===== config.mk =====
export PLATFORM = sky130hd
export DESIGN_NAME = sdram_port_arbiter
export DESIGN_NICKNAME = d
export VERILOG_FILES = /design/src/rtl/sdram_port_arbiter.sv
export SDC_FILE = /design/constraint.sdc
export NUM_CORES = 1
export LEC_CHECK = 0
export CORE_AREA = 5 5 483 485
export CTS_CLUSTER_DIAMETER = 150
export DETAILED_ROUTE_END_ITERATION = 12
export DIE_AREA = 0 0 488 490
export PLACE_DENSITY = 0.39
export SKIP_CTS_REPAIR_TIMING = 1
export SLEW_MARGIN = 20
export SYNTH_ARGS = -nofsm -noshare
export SYNTH_HDL_FRONTEND = slang
export SYNTH_SLANG_ARGS = --single-unit

===== constraint.sdc =====
create_clock -name sdram_clk -period 2.3 [get_ports sdram_clk]
set_input_delay 0.345 -clock sdram_clk [delete_from_list [all_inputs] [get_ports sdram_clk]]
set_output_delay 0.345 -clock sdram_clk [all_outputs]
set_load 0.03 [all_outputs]

===== src/rtl/sdram_port_arbiter.sv =====
// Three-way arbiter in front of a single SDRAM controller command port.
// VGA has fixed priority, ICACHE/DATA round-robin, and starved requesters are promoted above VGA.
module sdram_port_arbiter #(
  parameter int unsigned LINE_LEN     = 15,
  parameter int unsigned STARVE_LIMIT = 4,
  parameter int unsigned TIMEOUT      = 1023
) (
  input  logic         sdram_clk,
  input  logic         reset,
  input  logic         vga_req,
  input  logic [31:0]  vga_addr,
  output logic         vga_valid,
  output logic         vga_done,
  input  logic         ic_req,
  input  logic [31:0]  ic_addr,
  output logic         ic_valid,
  output logic         ic_done,
  input  logic         d_req,
  input  logic         d_we,
  input  logic [31:0]  d_addr,
  input  logic [7:0]   d_len,
  input  logic [3:0]   d_mask,
  input  logic [511:0] d_wdata,
  output logic         d_valid,
  output logic         d_done,
  output logic [31:0]  rdata,
  output logic         mem_ren,
  output logic         mem_wen,
  output logic [31:0]  mem_addr,
  output logic [7:0]   mem_len,
  output logic [3:0]   mem_mask,
  output logic [511:0] mem_wdata,
  input  logic [31:0]  mem_rdata,
  input  logic         mem_rvalid,
  input  logic         mem_done,
  output logic         timeout_err
);

  localparam int SW = $clog2(STARVE_LIMIT + 1);
  localparam int TW = $clog2(TIMEOUT + 1);

  typedef enum logic [1:0] {S_IDLE, S_ISSUE, S_BUSY, S_RELEASE} state_t;
  typedef enum logic [1:0] {G_NONE, G_VGA, G_IC, G_D} grant_t;

  state_t         r_state, w_state_next;
  grant_t         r_grant, w_win;
  logic           r_rr_d;
  logic [SW-1:0]  r_ic_cnt, r_d_cnt;
  logic [TW-1:0]  r_tmo;
  logic           r_we;
  logic           r_vga_valid, r_ic_valid, r_d_valid;
  logic           r_vga_done, r_ic_done, r_d_done;
  logic [31:0]    r_rdata;
  logic           r_mem_ren, r_mem_wen;
  logic [31:0]    r_mem_addr;
  logic [7:0]     r_mem_len;
  logic [3:0]     r_mem_mask;
  logic [511:0]   r_mem_wdata;
  logic           r_timeout_err;
  logic           w_ic_prom, w_d_prom, w_tmo_hit, w_busy_end;

  function automatic logic [SW-1:0] sat_inc(input logic [SW-1:0] c);
    return (c >= SW'(STARVE_LIMIT)) ? c : c + SW'(1);
  endfunction

  always_comb begin
    // NOTE: every always_comb output gets a default first so no path can infer a latch.
    w_win        = G_NONE;
    w_state_next = r_state;
    w_ic_prom    = ic_req && (r_ic_cnt >= SW'(STARVE_LIMIT));
    w_d_prom     = d_req && (r_d_cnt >= SW'(STARVE_LIMIT));
    w_tmo_hit    = (r_tmo == TW'(TIMEOUT - 1)) && !mem_done;
    w_busy_end   = mem_done || w_tmo_hit;

    if (w_ic_prom && w_d_prom) w_win = r_rr_d ? G_D : G_IC;
    else if (w_ic_prom)        w_win = G_IC;
    else if (w_d_prom)         w_win = G_D;
    else if (vga_req)          w_win = G_VGA;
    else if (ic_req && d_req)  w_win = r_rr_d ? G_D : G_IC;
    else if (ic_req)           w_win = G_IC;
    else if (d_req)            w_win = G_D;

    unique case (r_state)
      S_IDLE:    if (w_win != G_NONE) w_state_next = S_ISSUE;
      S_ISSUE:   w_state_next = S_BUSY;
      S_BUSY:    if (w_busy_end) w_state_next = S_RELEASE;
      S_RELEASE: w_state_next = S_IDLE;
      default:   w_state_next = S_IDLE;
    endcase
  end

  always_ff @(posedge sdram_clk) begin
    if (reset) r_state <= S_IDLE;
    else       r_state <= w_state_next;
  end

  always_ff @(posedge sdram_clk) begin
    // NOTE: sequential state uses non-blocking assignments only, so every register sees pre-edge values.
    if (reset) begin
      r_grant       <= G_NONE;
      r_rr_d        <= 1'b0;
      r_ic_cnt      <= '0;
      r_d_cnt       <= '0;
      r_tmo         <= '0;
      r_we          <= 1'b0;
      r_vga_valid   <= 1'b0;
      r_ic_valid    <= 1'b0;
      r_d_valid     <= 1'b0;
      r_vga_done    <= 1'b0;
      r_ic_done     <= 1'b0;
      r_d_done      <= 1'b0;
      r_rdata       <= '0;
      r_mem_ren     <= 1'b0;
      r_mem_wen     <= 1'b0;
      r_mem_addr    <= '0;
      r_mem_len     <= '0;
      r_mem_mask    <= '0;
      r_mem_wdata   <= '0;
      r_timeout_err <= 1'b0;
    end else begin
      r_mem_ren   <= 1'b0;
      r_mem_wen   <= 1'b0;
      r_vga_valid <= 1'b0;
      r_ic_valid  <= 1'b0;
      r_d_valid   <= 1'b0;
      r_vga_done  <= 1'b0;
      r_ic_done   <= 1'b0;
      r_d_done    <= 1'b0;

      unique case (r_state)
        S_IDLE: begin
          if (w_win != G_NONE) begin
            r_grant  <= w_win;
            r_ic_cnt <= (w_win == G_IC) ? '0 : (ic_req ? sat_inc(r_ic_cnt) : r_ic_cnt);
            r_d_cnt  <= (w_win == G_D)  ? '0 : (d_req  ? sat_inc(r_d_cnt)  : r_d_cnt);
            if (w_win == G_IC) r_rr_d <= 1'b1;
            if (w_win == G_D)  r_rr_d <= 1'b0;
            if (w_win == G_D) begin
              r_mem_addr  <= d_addr;
              r_mem_len   <= d_len;
              r_mem_mask  <= d_mask;
              r_mem_wdata <= d_wdata;
              r_we        <= d_we;
            end else begin
              r_mem_addr  <= (w_win == G_VGA) ? vga_addr : ic_addr;
              r_mem_len   <= 8'(LINE_LEN);
              r_mem_mask  <= '0;
              r_mem_wdata <= '0;
              r_we        <= 1'b0;
            end
          end
        end
        S_ISSUE: begin
          r_mem_ren <= !r_we;
          r_mem_wen <= r_we;
          r_tmo     <= '0;
        end
        S_BUSY: begin
          r_tmo <= r_tmo + TW'(1);
          if (mem_rvalid) begin
            r_rdata     <= mem_rdata;
            r_vga_valid <= (r_grant == G_VGA);
            r_ic_valid  <= (r_grant == G_IC);
            r_d_valid   <= (r_grant == G_D);
          end
          // A timeout completes the transaction exactly like mem_done, plus the sticky flag.
          if (w_busy_end) begin
            r_vga_done <= (r_grant == G_VGA);
            r_ic_done  <= (r_grant == G_IC);
            r_d_done   <= (r_grant == G_D);
          end
          if (w_tmo_hit) r_timeout_err <= 1'b1;
        end
        default: ;
      endcase
    end
  end

  assign vga_valid   = r_vga_valid;
  assign vga_done    = r_vga_done;
  assign ic_valid    = r_ic_valid;
  assign ic_done     = r_ic_done;
  assign d_valid     = r_d_valid;
  assign d_done      = r_d_done;
  assign rdata       = r_rdata;
  assign mem_ren     = r_mem_ren;
  assign mem_wen     = r_mem_wen;
  assign mem_addr    = r_mem_addr;
  assign mem_len     = r_mem_len;
  assign mem_mask    = r_mem_mask;
  assign mem_wdata   = r_mem_wdata;
  assign timeout_err = r_timeout_err;

endmodule

==> summary.md <==
| Metric | Value |
|---|---|
| Final WS setup | 26.5 ps |
| Slew @ Worst Pin | roughly 750 ps |
| Detailed-route via count | 19,900 |
| HP Class | input port to flop |
| Final period utilization | a little over nine tenths |
| Hold Slack | between 150 and 200 ps |
| Worst Setup SP | mem_wdata[86] |
| Grt ovf | 0 |
| Die area | between 200,000 and 250,000 sq um |
| First-pass GRT wire length | approximately 220,000 microns |
| Yosys top cell area share | around three fifths |
| # rows | around 180 |
| Nets | 3,630 |
| Slew HR | 49.8% |
| Worst Hold Path Cells | 3 |
| Total power | 39.0 mW |
| Slowest Stage Delay on Critical Path | ~740 ps |
| Buf/Inv on CP | 1 |
| Pwr/cell area | slightly below 1000 nW/um^2 |
| Reg2Reg Setup Slack | about 160 ps |
| Max Slew Vio Count | 0 |
| Sequential fraction of the synthesis area | approximately three fifths |
| FF-to-FF Start | r_state[1] |
| Worst Path Class, Setup | flop to output port |
| Max Fanout on Critical Path | 2 |
| Die Y | between 400 and 500 microns |
| Switching part of the total | around 36% |
| IO Pins | 1,257 |
| Core area | about 230,000 sq um |
| P_sw | 14.1 mW |
| Multi-input gate area | 6810 sq um |
| Synthesized area per cell | around 12 sq um |
| Core Util, Final | 17.5% |
| Syn nets | 2,326 |
| CP top delay family | buffers and inverters |
| Latest clock arrival within the worst-skew pair | just over 700 ps |
| Maximum achievable frequency | roughly 440 MHz |
| DP HPWL | about 150,000 microns |
| Share of cells above drive strength 1 | around 11% |
| Met1 GRT Util | between 10% and 20% |
| P&R area growth vs syn | 96.8% |
| Hold Crit Start | mem_rdata[28] |
| Post-synth ARST share | 0% |
| Initial drt markers | 1,343 |
| Met3 Use GR | around 8.4% |
| Clock network fraction of total power | about a third |
| M2 GR Usage | 22.8% |
| Final Wtd Congestion | just under 0.9 |
| R2r endpoint | mem_wdata[231] |
| Sequential Power Share | between 30% and 40% |
| Clock slew at reported path FFs | approximately 60 ps |
| Starting Density | between 8 and 9% |
| Synth Instances | 1,656 |
| Slowest cell on crit path | clkdlybuf4s50_1 |
| Most common cell in the synthesized netlist | dfxtp_1 |
| Vias per cell | about 3.3 |
| Commonest cells post-synth | dfxtp_1 (619), a22o_1 (522), nand2_1 (78) |
| Status | complete, no violations |
| CTS buffer count | ~80 |
| Post-synth EDFFs | 0 |
| Final hold viol count | 0 |
| Max Cap Viol | 0 |
| Cell taking the most area after synthesis | dfxtp_1 |
| Fin crit period | 2270 ps |
| Vias in the first global route | between 20,000 and 25,000 |
| GR peak layer | met2 |
| Storage cell area | 12,400 sq um |
| Largest net degree at the start of global routing | 58 |
| GR Util All Layers | between 10% and 20% |
| Sink Count | 619 |
| CTS H-tree lvls | 3 |
| Crit end category | output port |
| DR WL/cell | 29.2 microns |
| Pre-CTS setup slack | -329 ps |
| CTS root buffer | clkbuf_16 |
| CP Data Arrival Time | around 1900 ps |
| First-pass DRT Iterations | 5 |
| Antenna viol nets, final | 0 |
| Setup Skew | between 40 and 50 ps |
| Post-synth top flop | dfxtp_1 |
| R2R cell count | 8 |
| Setup tns final | 0 ps |
| Initial antenna violation count | 83 |
| Required @ worst endpoint | roughly 2000 ps |
| Critical-path cell list | clkdlybuf4s50_1 |
| Cell variety after synth | ~50 |
| Leading cell types by total area after synthesis | dfxtp_1 (61%), a22o_1 (23%), buf_6 (3.1%) |
| Worst VDD drop | 521 uV |
| Internal | between 20 and 25 mW |
| Mapped cell area | between 20,000 and 25,000 sq um |
| Leakage | about 17 nW |
| Nature of the critical path startpoint | flop |
| Hold worst-path end | rdata[28] |
| Synth warn | 0 |
| IO Port Bufs | about 1,300 |
| Combinational power share | ~32% |
| # fillers | around 25,000 |
| Clock Path Buffers | 3 |
| CTS tree | built |
| Setup-failing EPs final | 0 |
| Width of the die | about 500 microns |
| Drc violations | 0 |
| Synth Register Bits | just over 600 |
| Detailed Route WL | around 180,000 microns |
power groups by stage:
stage | combinational, mW | clock (mW) | sequential (mW)
final | 12.5 | 13.3 | 13.2
after global routing | 13.3 | 14.3 | 13.3
after CTS | 12.9 | 14.0 | 13.2
after detailed placement | 12.8 | 0 | 13.4
after global placement | 12.8 | 0 | 13.4
after floorplan | 2.91 | 0 | 15.8
layout by cell type (no fill, tap or decap), types with 3 or more instances in the layout:
cell type,netlist,routed
a211oi_1,4,4
a21oi_1,38,38
a22o_1,522,522
a31oi_1,3,3
a32oi_1,32,32
and2_1,3,3
buf_12,0,33
buf_4,2,160
bufinv_16,0,4
clkbuf_1,36,15
clkbuf_16,0,82
clkbuf_8,0,20
clkdlybuf4s50_1,0,1008
clkinv_16,0,3
clkinv_2,0,14
clkinv_4,0,4
dfxtp_1,619,619
dlymetal6s2s_1,0,172
ha_1,10,9
inv_1,15,15
mux2i_1,33,33
nand2_1,78,77
nand2b_1,5,5
nand3_1,4,4
nand4_1,3,3
nor2_1,13,13
nor2b_1,37,37
nor3_1,6,6
o21ai_1,33,33
o221a_1,4,4
xnor2_1,3,3
xor2_1,5,5
sequential cells by signal, indices dropped and copies added (netlist names), 2 cells and up:
signal and flops:
r_tmo 10, r_ic_cnt 3, mem_mask 4, rdata 32, r_d_cnt 3, r_state 2
mem_len 8, r_grant 2, mem_wdata 512, mem_addr 32
tightest hold or removal path, delay by kind of cell:
kind | cells | cell delay [ps]
compound gates | 1 | 50
buf+inv | 1 | 400
simple gates | 1 | 50
cell families (layout without fill, tap and decap cells):
group / Yosys count / count (layout) / synth area share (%)
and+or+nand+nor: 164 / 164 / 3.99
other: 0 / 1 / 0
buffers and inverters: 170 / 1539 / 5.55
adders and majority gates: 10 / 10 / 0.617
xor gates and xnor gates: 8 / 8 / 0.345
DFF: 619 / 619 / 61.1
muxes: 33 / 33 / 1.63
AOI/OAI and AO/OA: 652 / 652 / 26.8
stage by stage:
step / instance area, sq um / cells
3_3_place_gp: 36700 / 5901
4_1_cts: 39500 / 6050
3_5_place_dp: 36700 / 5901
2_1_floorplan: 20300 / 1656
6_report: 39900 / 6052
5_1_grt: 39900 / 6052
per-layer routing:
metal	wire length (microns)	vias up
met4	3640	8
met5	35	-
met3	24200	263
met2	78600	1207
li1	-	8908
met1	70400	9559
area by class of cell:
| type | instances | area share [%] |
|---|---|---|
| Clock inverter | 32 | 0.990 |
| Inverter | 16 | 0.150 |
| Multi-Input combinational cell | 867 | 17.0 |
| Timing Repair Buffer | 1374 | 35.3 |
| Clock buffer | 117 | 5.97 |
| Sequential cell | 619 | 31.0 |
| Antenna cell | 1 | 0.00626 |
| Tap cell | 3026 | 9.48 |
how the worst max path moves through the flow:
stage / endpoint / slack, ps / cells past startpoint
after detailed placement: mem_wdata[188] / -330 / 8
after CTS: mem_wdata[166] / -190 / 1
after global routing: rdata[6] / -30 / 1
final: mem_wdata[86] / 30 / 1
after floorplan: mem_addr[15] / 470 / 9
after global placement: mem_wdata[119] / -280 / 8
Note: power is estimated with default switching activity, not from simulation.
